## config.mk

```make
export PLATFORM = sky130hd
export DESIGN_NAME = conv_accumulator_flat
export DESIGN_NICKNAME = d
export VERILOG_FILES = /design/src/rtl/conv_accumulator_if.sv /design/src/rtl/conv_accumulator.sv /design/src/flat_wrapper.sv
export SDC_FILE = /design/constraint.sdc
export NUM_CORES = 1
export LEC_CHECK = 0
export BUFFER_PORTS_ARGS = -buffer_cell sky130_fd_sc_hd__buf_2
export CAP_MARGIN = 20
export CORE_MARGIN = 4
export CORE_UTILIZATION = 50
export CTS_CLUSTER_SIZE = 20
export DETAILED_ROUTE_END_ITERATION = 8
export PLACE_DENSITY = 0.69
export REMOVE_ABC_BUFFERS = 1
export SYNTH_ARGS = -nofsm -noshare
export SYNTH_HDL_FRONTEND = slang
export SYNTH_SLANG_ARGS = --single-unit
```

## constraint.sdc

```tcl
create_clock -name i_clk -period 3.9 [get_ports i_clk]
set_input_delay 0.195 -clock i_clk [delete_from_list [all_inputs] [get_ports i_clk]]
set_output_delay 0.195 -clock i_clk [all_outputs]
set_load 0.01 [all_outputs]
```

## src/rtl/conv_accumulator_if.sv

```systemverilog
// conv_accumulator_if
//
// Bundles the pixel-in / result-out signals of conv_accumulator.
//
// Handshake rules:
//   - A pixel transfers on a rising edge where i_pix_valid and o_in_ready
//     are both high.
//   - o_out_valid has no ready: each result is presented for exactly one
//     cycle and is not held.
//   - i_start is a single-cycle request that only matters while o_busy is
//     low.
//
// Signals:
//   i_start     : request to begin one convolution window
//   i_depth     : channel depth code sampled with i_start (0=8, 1=16, 2/3=32)
//   o_in_ready  : block accepts pixels
//   i_pix_valid : pixel strobe
//   i_pix_data  : unsigned 8-bit pixel
//   o_busy      : block is not idle
//   o_out_valid : o_out_data holds a result
//   o_out_data  : rounded 14-bit result
//
// Modports:
//   slave  : the accumulator itself
//   master : the pixel source / result sink
interface conv_accumulator_if;
    logic        i_start;
    logic [1:0]  i_depth;
    logic        o_in_ready;
    logic        i_pix_valid;
    logic [7:0]  i_pix_data;
    logic        o_busy;
    logic        o_out_valid;
    logic [13:0] o_out_data;

    modport slave (
        input  i_start,
        input  i_depth,
        input  i_pix_valid,
        input  i_pix_data,
        output o_in_ready,
        output o_busy,
        output o_out_valid,
        output o_out_data
    );

    modport master (
        output i_start,
        output i_depth,
        output i_pix_valid,
        output i_pix_data,
        input  o_in_ready,
        input  o_busy,
        input  o_out_valid,
        input  o_out_data
    );
endinterface

```

## src/rtl/conv_accumulator.sv

```systemverilog
// conv_accumulator
//
// Streams a 4x4 pixel window per channel, D channels back to back, and
// accumulates four 3x3 weighted sums (kernel 1 2 1 / 2 4 2 / 1 2 1) for the
// centre positions (1,1), (1,2), (2,1) and (2,2) of the window. Every pixel
// is folded into all four accumulators in the cycle it is accepted, so no
// pixel storage is needed. After the last pixel the four sums are rounded
// ((A+8)>>4) and presented one per cycle.
//
// Timing, with E the edge accepting the last pixel:
//   after E     : ROUND
//   after E+1.. : OUT, results A0, A1, A2, A3 on four consecutive cycles
//   after E+5   : IDLE, o_busy low, ready for the next i_start
//
// Ports:
//   i_clk       : clock, rising edge
//   i_rst_n     : asynchronous active-low reset
//   bus         : conv_accumulator_if.slave (start, pixel and result signals)
//   o_dbg_state : current FSM state (0=IDLE, 1=ACCUM, 2=ROUND, 3=OUT)
module conv_accumulator (
    input  logic                i_clk,
    input  logic                i_rst_n,
    conv_accumulator_if.slave   bus,
    output logic [1:0]          o_dbg_state
);

    typedef enum logic [1:0] {
        S_IDLE  = 2'd0,
        S_ACCUM = 2'd1,
        S_ROUND = 2'd2,
        S_OUT   = 2'd3
    } state_t;

    state_t      state;
    logic [1:0]  depth_q;
    logic [3:0]  pix_idx;      // row-major position inside the 4x4 window
    logic [4:0]  chan_cnt;     // channel currently being streamed
    logic [1:0]  out_sel;      // which accumulator is on o_out_data
    logic [16:0] acc [4];

    logic        in_ready_q;
    logic        busy_q;
    logic        out_valid_q;
    logic [13:0] out_data_q;

    // ------------------------------------------------------------------
    // Helpers
    // ------------------------------------------------------------------

    // One-dimensional kernel tap: 2 on the centre, 1 on a neighbour,
    // 0 further away. p is the pixel coordinate, o the output coordinate
    // (always 1 or 2, so o+1 never wraps).
    function automatic logic [1:0] axis_w(input logic [1:0] p, input logic [1:0] o);
        logic [2:0] pe;
        logic [2:0] oe;
        pe = {1'b0, p};
        oe = {1'b0, o};
        if (pe == oe)
            return 2'd2;
        else if ((pe + 3'd1 == oe) || (pe == oe + 3'd1))
            return 2'd1;
        else
            return 2'd0;
    endfunction

    // Round half up and drop four fraction bits. A is at most 130560, so
    // A+8 stays inside 17 bits and the result fits in 13 bits.
    function automatic logic [13:0] round_acc(input logic [16:0] a);
        logic [16:0] t;
        t = a + 17'd8;
        return {1'b0, t[16:4]};
    endfunction

    // ------------------------------------------------------------------
    // Combinational datapath
    // ------------------------------------------------------------------

    logic [4:0]  last_chan;
    logic        accept;
    logic        last_pix;
    logic [1:0]  pix_r;
    logic [1:0]  pix_c;
    logic [2:0]  tap_w   [4];
    logic [16:0] contrib [4];
    logic [1:0]  next_sel;

    always_comb begin
        last_chan = 5'd0;
        case (depth_q)
            2'd0:    last_chan = 5'd7;
            2'd1:    last_chan = 5'd15;
            default: last_chan = 5'd31;
        endcase
    end

    // o_in_ready is registered high exactly in ACCUM, so the transfer
    // condition alone qualifies accumulation.
    assign accept   = bus.i_pix_valid && in_ready_q;
    assign last_pix = accept && (pix_idx == 4'd15) && (chan_cnt == last_chan);
    assign pix_r    = pix_idx[3:2];
    assign pix_c    = pix_idx[1:0];
    assign next_sel = out_sel + 2'd1;

    // Accumulator k sits at row 1+k[1], column 1+k[0]. The 2-D weight is
    // the product of the two axis taps, giving 0, 1, 2 or 4.
    always_comb begin
        for (int k = 0; k < 4; k++) begin
            logic [1:0] orow;
            logic [1:0] ocol;
            orow       = (k >= 2) ? 2'd2 : 2'd1;
            ocol       = (k % 2 == 1) ? 2'd2 : 2'd1;
            tap_w[k]   = {1'b0, axis_w(pix_r, orow)} * {1'b0, axis_w(pix_c, ocol)};
            contrib[k] = {9'd0, bus.i_pix_data} * {14'd0, tap_w[k]};
        end
    end

    // ------------------------------------------------------------------
    // FSM, counters, accumulators and registered outputs
    // ------------------------------------------------------------------

    always_ff @(posedge i_clk or negedge i_rst_n) begin
        if (!i_rst_n) begin
            state       <= S_IDLE;
            depth_q     <= 2'd0;
            pix_idx     <= 4'd0;
            chan_cnt    <= 5'd0;
            out_sel     <= 2'd0;
            in_ready_q  <= 1'b0;
            busy_q      <= 1'b0;
            out_valid_q <= 1'b0;
            out_data_q  <= 14'd0;
            for (int k = 0; k < 4; k++)
                acc[k] <= 17'd0;
        end else begin
            case (state)
                S_IDLE: begin
                    if (bus.i_start) begin
                        state      <= S_ACCUM;
                        depth_q    <= bus.i_depth;
                        pix_idx    <= 4'd0;
                        chan_cnt   <= 5'd0;
                        in_ready_q <= 1'b1;
                        busy_q     <= 1'b1;
                        for (int k = 0; k < 4; k++)
                            acc[k] <= 17'd0;
                    end
                end

                // Gaps (i_pix_valid low) simply hold everything.
                S_ACCUM: begin
                    if (accept) begin
                        for (int k = 0; k < 4; k++)
                            acc[k] <= acc[k] + contrib[k];
                        pix_idx <= pix_idx + 4'd1;
                        if (pix_idx == 4'd15)
                            chan_cnt <= chan_cnt + 5'd1;
                        if (last_pix) begin
                            state      <= S_ROUND;
                            in_ready_q <= 1'b0;
                        end
                    end
                end

                // Accumulators are frozen from here on; the first result
                // is launched while leaving ROUND.
                S_ROUND: begin
                    state       <= S_OUT;
                    out_sel     <= 2'd0;
                    out_valid_q <= 1'b1;
                    out_data_q  <= round_acc(acc[0]);
                end

                S_OUT: begin
                    if (out_sel == 2'd3) begin
                        state       <= S_IDLE;
                        busy_q      <= 1'b0;
                        out_valid_q <= 1'b0;
                        out_data_q  <= 14'd0;
                    end else begin
                        out_sel    <= next_sel;
                        out_data_q <= round_acc(acc[next_sel]);
                    end
                end

                default: begin
                    state <= S_IDLE;
                end
            endcase
        end
    end

    assign bus.o_in_ready  = in_ready_q;
    assign bus.o_busy      = busy_q;
    assign bus.o_out_valid = out_valid_q;
    assign bus.o_out_data  = out_data_q;
    assign o_dbg_state     = state;

endmodule

```

## src/flat_wrapper.sv

```systemverilog
// flat-port wrapper written by rule: the top's interface ports become plain ports
module conv_accumulator_flat 
  (i_clk, i_rst_n, o_dbg_state, bus_i_start, bus_i_depth, bus_i_pix_valid, bus_i_pix_data, bus_o_in_ready, bus_o_busy, bus_o_out_valid, bus_o_out_data);
  conv_accumulator_if bus_i ();
  input  logic i_clk;
  input  logic i_rst_n;
  output logic [1:0] o_dbg_state;
  input wire logic [$bits(bus_i.i_start)-1:0] bus_i_start;
  input wire logic [$bits(bus_i.i_depth)-1:0] bus_i_depth;
  input wire logic [$bits(bus_i.i_pix_valid)-1:0] bus_i_pix_valid;
  input wire logic [$bits(bus_i.i_pix_data)-1:0] bus_i_pix_data;
  output wire logic [$bits(bus_i.o_in_ready)-1:0] bus_o_in_ready;
  output wire logic [$bits(bus_i.o_busy)-1:0] bus_o_busy;
  output wire logic [$bits(bus_i.o_out_valid)-1:0] bus_o_out_valid;
  output wire logic [$bits(bus_i.o_out_data)-1:0] bus_o_out_data;
  assign bus_i.i_start = bus_i_start;
  assign bus_i.i_depth = bus_i_depth;
  assign bus_i.i_pix_valid = bus_i_pix_valid;
  assign bus_i.i_pix_data = bus_i_pix_data;
  assign bus_o_in_ready = bus_i.o_in_ready;
  assign bus_o_busy = bus_i.o_busy;
  assign bus_o_out_valid = bus_i.o_out_valid;
  assign bus_o_out_data = bus_i.o_out_data;
  conv_accumulator u_core (.i_clk(i_clk), .i_rst_n(i_rst_n), .bus(bus_i), .o_dbg_state(o_dbg_state));
endmodule
```

Word level (Yosys, flattened, before mapping)

Cells that the tools add are included.

Register bits: 100
Output and inout bits: 19
Logic and storage cells: 115

Order comparisons: 1
Multiply operators: 8
Mux-type cells: 38
Equality and inequality tests: 23
Bitwise logic cells: 1
Add/sub/neg operators: 11
Reductions and logical operators: 20

Operators by type and width:

| cell                                                   | number |
|---|---|
| 2-to-1 mux 68 bit                                      | 2 |
| one-hot mux 68 bit (2 select lines)                    | 1 |
| adder 17 x 11 -> 17 bit                                | 4 |
| multiplier 8 x 3 -> 11 bit                             | 4 |
| adder 17 x 4 -> 17 bit (second input constant)         | 2 |
| binary-select mux 17 bit (select 2 bit)                | 1 |
| 2-to-1 mux 17 bit                                      | 2 |
| one-hot mux 14 bit (2 select lines)                    | 1 |
| one-hot mux 5 bit (2 select lines)                     | 2 |
| 2-to-1 mux 2 bit                                       | 9 |
| 2-to-1 mux 5 bit                                       | 3 |
| == test 2 bit (second input constant)                  | 7 |
| 2-to-1 mux 13 bit                                      | 1 |
| multiplier 2 x 2 -> 3 bit                              | 4 |
| AND reduction 4 bit                                    | 3 |
| == test 2 x 1 -> 1 bit (second input constant)         | 4 |
| 2-to-1 mux 1 bit                                       | 8 |
| 2-to-1 mux 4 bit                                       | 2 |
| inequality test 2 x 1 -> 1 bit (second input constant) | 4 |
| one-hot mux 2 bit (4 select lines)                     | 1 |
| one-hot mux 4 bit (2 select lines)                     | 1 |
| adder 2 x 1 -> 3 bit (second input constant)           | 2 |
| == test 3 x 1 -> 1 bit (second input constant)         | 2 |
| == test 3 x 2 -> 1 bit (second input constant)         | 2 |
| 16 further kinds                                       | 30 |

Depth between registers and ports, before layout

Depth in word-level cells: 10
Gate-level depth with buffers: 18
Mapped depth without buffers: 18

Least setup slack after synthesis

OpenSTA, ideal clock, no wires.

Path kind: reg2reg
Start point: reg u_core.pix_idx[1]
End point: reg u_core.acc[45] (netlist name)
Required time: 3.764 ns
Period minus slack after synthesis: 4.245 ns
Path slack: -0.345 ns
Library setup time: 0.136 ns
Stages on the path, launching flop included: 19
Data arrival time: 4.108 ns
Buffers on the path: 0
Cell sequence: dfrtp_1 -> inv_1 -> ha_1 -> o21bai_1 -> nor3_1 -> ha_1 -> xnor2_1 -> nor2b_1 -> fa_1 -> inv_1 -> fa_1 -> inv_1 -> ha_1 -> a21o_1 -> a211oi_1 -> o21ai_0 -> a41oi_1 -> or3_1 -> a21oi_1

Word-level cells in the longest chain between the ends: 10

RTL lines:

| element                               | line                    | text |
|---|---|---|
| start: declaration                    | conv_accumulator.sv:36  | `logic [3:0] pix_idx;` |
| start signal: assignment              | conv_accumulator.sv:154 | `pix_idx <= pix_idx + 4'd1;` |
| adder 2 x 1 -> 3 bit                  | conv_accumulator.sv:60  | `else if ((pe + 3'd1 == oe) \|\| (pe == oe + 3'd1))` |
| == test 3 x 2 -> 1 bit                | conv_accumulator.sv:60  |  |
| logical OR 1 bit                      | conv_accumulator.sv:60  |  |
| 2-to-1 mux 1 bit                      | conv_accumulator.sv:60  |  |
| 2-to-1 mux 2 bit *                    | conv_accumulator.sv:58  | `if (pe == oe)` |
| multiplier 2 x 2 -> 3 bit *           | conv_accumulator.sv:112 | `tap_w[k] = {1'b0, axis_w(pix_r, orow)} * {1'b0, axis_w(pix_c, ocol)};` |
| multiplier 8 x 3 -> 11 bit *          | conv_accumulator.sv:113 | `contrib[k] = {9'd0, bus.i_pix_data} * {14'd0, tap_w[k]};` |
| adder 17 x 11 -> 17 bit *             | conv_accumulator.sv:153 | `acc[k] <= acc[k] + contrib[k];` |
| 2-to-1 mux 68 bit *                   | conv_accumulator.sv:151 | `if (accept) begin` |
| one-hot mux 68 bit (2 select lines) * | conv_accumulator.sv:135 | `case (state)` |
| end signal: indexed assignment        | conv_accumulator.sv:153 |  |
| end: declaration                      | conv_accumulator.sv:39  | `logic [16:0] acc [4];` |

Every way passes the cells marked *; elsewhere a longest branch is shown, timed or not. The select of a mux whose other input is x is not followed.
A chain may end at the register's enable or synchronous reset.

Worst setup path in the final report

Start point: reg u_core.pix_idx[1]
End point: reg u_core.acc[33] (netlist name)

Word-level cells in the longest chain between the ends: 10

RTL lines:

| element                               | line |
|---|---|
| adder 2 x 1 -> 3 bit                  | conv_accumulator.sv:60 |
| == test 3 x 1 -> 1 bit                | conv_accumulator.sv:60 |
| logical OR 1 bit                      | conv_accumulator.sv:60 |
| 2-to-1 mux 1 bit                      | conv_accumulator.sv:60 |
| 2-to-1 mux 2 bit *                    | conv_accumulator.sv:58 |
| multiplier 2 x 2 -> 3 bit *           | conv_accumulator.sv:112 |
| multiplier 8 x 3 -> 11 bit *          | conv_accumulator.sv:113 |
| adder 17 x 11 -> 17 bit *             | conv_accumulator.sv:153 |
| 2-to-1 mux 68 bit *                   | conv_accumulator.sv:151 |
| one-hot mux 68 bit (2 select lines) * | conv_accumulator.sv:135 |

Marks and branches as above.

==> impl_metrics.csv <==
group,metric,value,unit
status,status,"finished, violations left",
status,violations,"setup timing",
floorplanning,die_h,145,um
synthesis,synth_cell_type_count,60,
worst_hold_path,worstHoldStart,"bus_i_depth[0]",
detailed_routing,wirelength,23900,um
critical_path,critPathMaxFanout,7,
timing,worst_pin_slew,0.962,ns
place,place_area,10300,um2
timing,period_share,107,%
timing,relSlewSlack,35.9,%
timing,layout_min_cycle_time,4.17,ns
timing,finalSetupTns,-5.92,ns
place,dp_cells,1362,
detailed_routing,vias_per_cell,5.61,
place,dp_hpwl,17500,um
synthesis,ys_seq_area_share,26.5,%
place,portBuffers,31,
critical_path,cp-end-kind,"flip-flop",
timing,finalMaxSlewViolations,0,
global_routing,grt_pass1_vias,8167,
synthesis,synth_common_cells,"163 x inv_1, 99 x dfrtp_1, 95 x nand2_1, 71 x ha_1, 65 x o21ai_0",
floorplanning,coreArea,18200,um2
critical_path,cp.required,4.13,ns
clocking,clock_latency,0.36,ns
critical_path,crit_path_start_kind,"flip-flop",
clocking,cts_tree,"done",
synthesis,synth_top_area_cell,"dfrtp_1",
floorplanning,initial_core_util,51.4,%
clocking,cts.htree.levels,3,
worst_hold_path,hold_depth,2,
cells_and_area,fin_area,11400,um2
cells_and_area,fin_nets,1308,
cells_and_area,syn2layout_area_growth,22.1,%
synthesis,postSynthCellCount,1055,
cells_and_area,final_util,62.8,%
global_routing,grt_max_degree,43,
synthesis,synth_edf_count,0,
cells_and_area,drive_gt1_share,24.6,%
clocking,cts_root_buf,"clkbuf_16",
floorplanning,dieArea,21000,um2
detailed_routing,via_count,7834,
worst_hold_path,min_to,"u_core.depth_q[0]",
synthesis,ys.flop_type,"dfrtp_1",
timing,rsz0062_at_grt,"true",
timing,max_freq,0.240,GHz
critical_path,worstReg2RegEnd,"u_core.acc[33]",
flow_run,maxCapViolations,0,
clocking,clockBufferDepth,2,
detailed_routing,dr.pass1.iters,5,
timing,fin_skew,0.0122,ns
critical_path,arrival,4.39,ns
critical_path,path_class,"reg2reg",
cells_and_area,multi_input_area,6740,um2
synthesis,synthArstFlopShare,100,%
synthesis,syn_area,9360,um2
pwr,powerDensity,571,nW/um2
cells_and_area,seq_area,2480,um2
global_routing,antenna_found_initial,0,
synthesis,yosys_warnings,0,
cells_and_area,n_fill_cell,1473,
detailed_routing,wl_per_cell,17.1,um
cells_and_area,antenna_cells,0,
timing,hold_viol,0,
pwr,vdd_drop_max,258,uV
synthesis,synth-seq-cells,99,
detailed_routing,first_iter_violations,402,
timing,worst_slack,-0.265,ns
floorplanning,dieWidth,145,um
detailed_routing,ant_nets,0,
place,gp_congestion,0.875,
clocking,cts.clk_slew.worst_paths,0.08,ns
critical_path,reg2reg_from,"u_core.pix_idx[1]",
critical_path,reg2regPathDepth,19,
synthesis,ys_top_cells_by_area,"dfrtp_1 26%, fa_1 13%, ha_1 9.5%",
critical_path,reg2reg_setup_slack,-0.27,ns
synthesis,synth_top_area_share,26.5,%
synthesis,avgSynthCellArea,8.88,um2
clocking,cts_buffers,9,
clocking,clock-sinks,99,
pwr,p_leak,5.52,nW
synthesis,yosysMostFrequentCell,"inv_1",
cells_and_area,final-instance-count-excl-fill,1397,
global_routing,grtUsageTotal,24.0,%
global_routing,grt_pass1_wl,39800,um
worst_hold_path,worst_hold_path_type,"in2reg",
floorplanning,boundaryPins,33,
detailed_routing,drcViolationCount,0,
timing,fin_hold_ws,0.0755,ns
timing,finalSetupViolCount,37,
global_routing,overflow,0,
floorplanning,fp-row-count,49,
through the flow:
| step | setup WS (ns) | power, W |
|---|---|---|
| floorplan | -0.399 | 0.00366 |
| global placement | -0.606 | 0.00487 |
| detailed placement | -0.768 | 0.00499 |
| CTS | -0.247 | 0.00645 |
| global route | -0.456 | 0.00709 |
| finish | -0.265 | 0.00653 |
power by group:
| part | switching [W] | internal [W] |
|---|---|---|
| clock network | 0.000459 | 0.000452 |
| logic | 0.00233 | 0.00187 |
| registers | 0.000187 | 0.00123 |
| total | 0.00298 | 0.00355 |
cell type report:
type                    count  area share [%]
clock buffers               9            1.97
clock inverters             7           0.569
inverters                 163            5.37
multi-input cells         748            58.9
flip-flops and latches     99            21.7
well taps                 229            2.51
repair buffers            142            8.98
worst max-delay path: stages (launching register included):
cell and delay, ns:
dfrtp_2 0.47, ha_2 0.22, nor2_2 0.15, or2_4 0.15, buf_4 0.12, o21ai_2 0.05, buf_4 0.15, and2_1 0.17
fa_1 0.50, inv_1 0.05, fa_1 0.51, inv_1 0.07, ha_4 0.29, nand2_1 0.07, o211ai_1 0.28, o211ai_1 0.14
buf_4 0.17, a211oi_2 0.25, xnor2_1 0.15, nor2_1 0.06
how the worst max path moves through the flow:
stage	start	to	slack (ns)	cells after the start
2_1_floorplan	u_core.pix_idx[1]	u_core.acc[45]	-0.40	18
3_5_place_dp	u_core.pix_idx[0]	u_core.acc[67]	-0.77	17
3_3_place_gp	u_core.pix_idx[0]	u_core.acc[67]	-0.61	17
4_1_cts	u_core.pix_idx[0]	u_core.acc[33]	-0.25	20
5_1_grt	u_core.pix_idx[1]	u_core.acc[46]	-0.46	19
6_report	u_core.pix_idx[1]	u_core.acc[33]	-0.27	19
routing by layer:
metal	wire, um	vias up	track usage [%]
li1	-	3721	-
met4	552	0	8.10
met1	10500	3901	31.1
met5	0	-	0
met3	1060	40	3.58
met2	11800	172	41.2
flip-flops by register name, indices dropped and copies added, names as in the netlist:
signal	flops
u_core.chan_cnt	5
u_core.bus.o_busy	1
u_core.depth_q	2
u_core.out_sel	2
u_core.bus.o_out_data	13
u_core.bus.o_in_ready	1
u_core.o_dbg_state	2
u_core.bus.o_out_valid	1
u_core.pix_idx	4
u_core.acc	68
what timing repair did:
action | 4_1_cts | 5_1_grt
endpoints found under the hold margin | 40 | 0
hold buffers | 1 | 0
endpoints found under the setup margin | 49 | 48
pin swaps | 83 | 22
buffers inserted | 16 | 6
gates resized for setup | 139 | 24
cell families after synthesis:
kind of cell	Yosys count	synth area share, %
mux	28	5.41
simple gates	331	18.3
fa+ha+maj	131	22.3
buf+inv	208	8.75
xor+xnor	69	6.45
other cells	1	0.0400
flops	99	26.5
compound gates	188	12.3
cells in the final DEF (no fill, tap or decap), types with 17 or more instances in the layout:
cell type  count
a21oi_1       34
and2_1        53
and3_1        17
buf_2         30
buf_4        102
dfrtp_1       97
fa_1          54
ha_1          45
ha_4          19
inv_1        152
nand2_1       92
nand3_1       35
nor2_1        44
o21ai_0       49
xnor2_1       43
xor2_1        24
No activity file was read; power rests on OpenSTA's default activity.
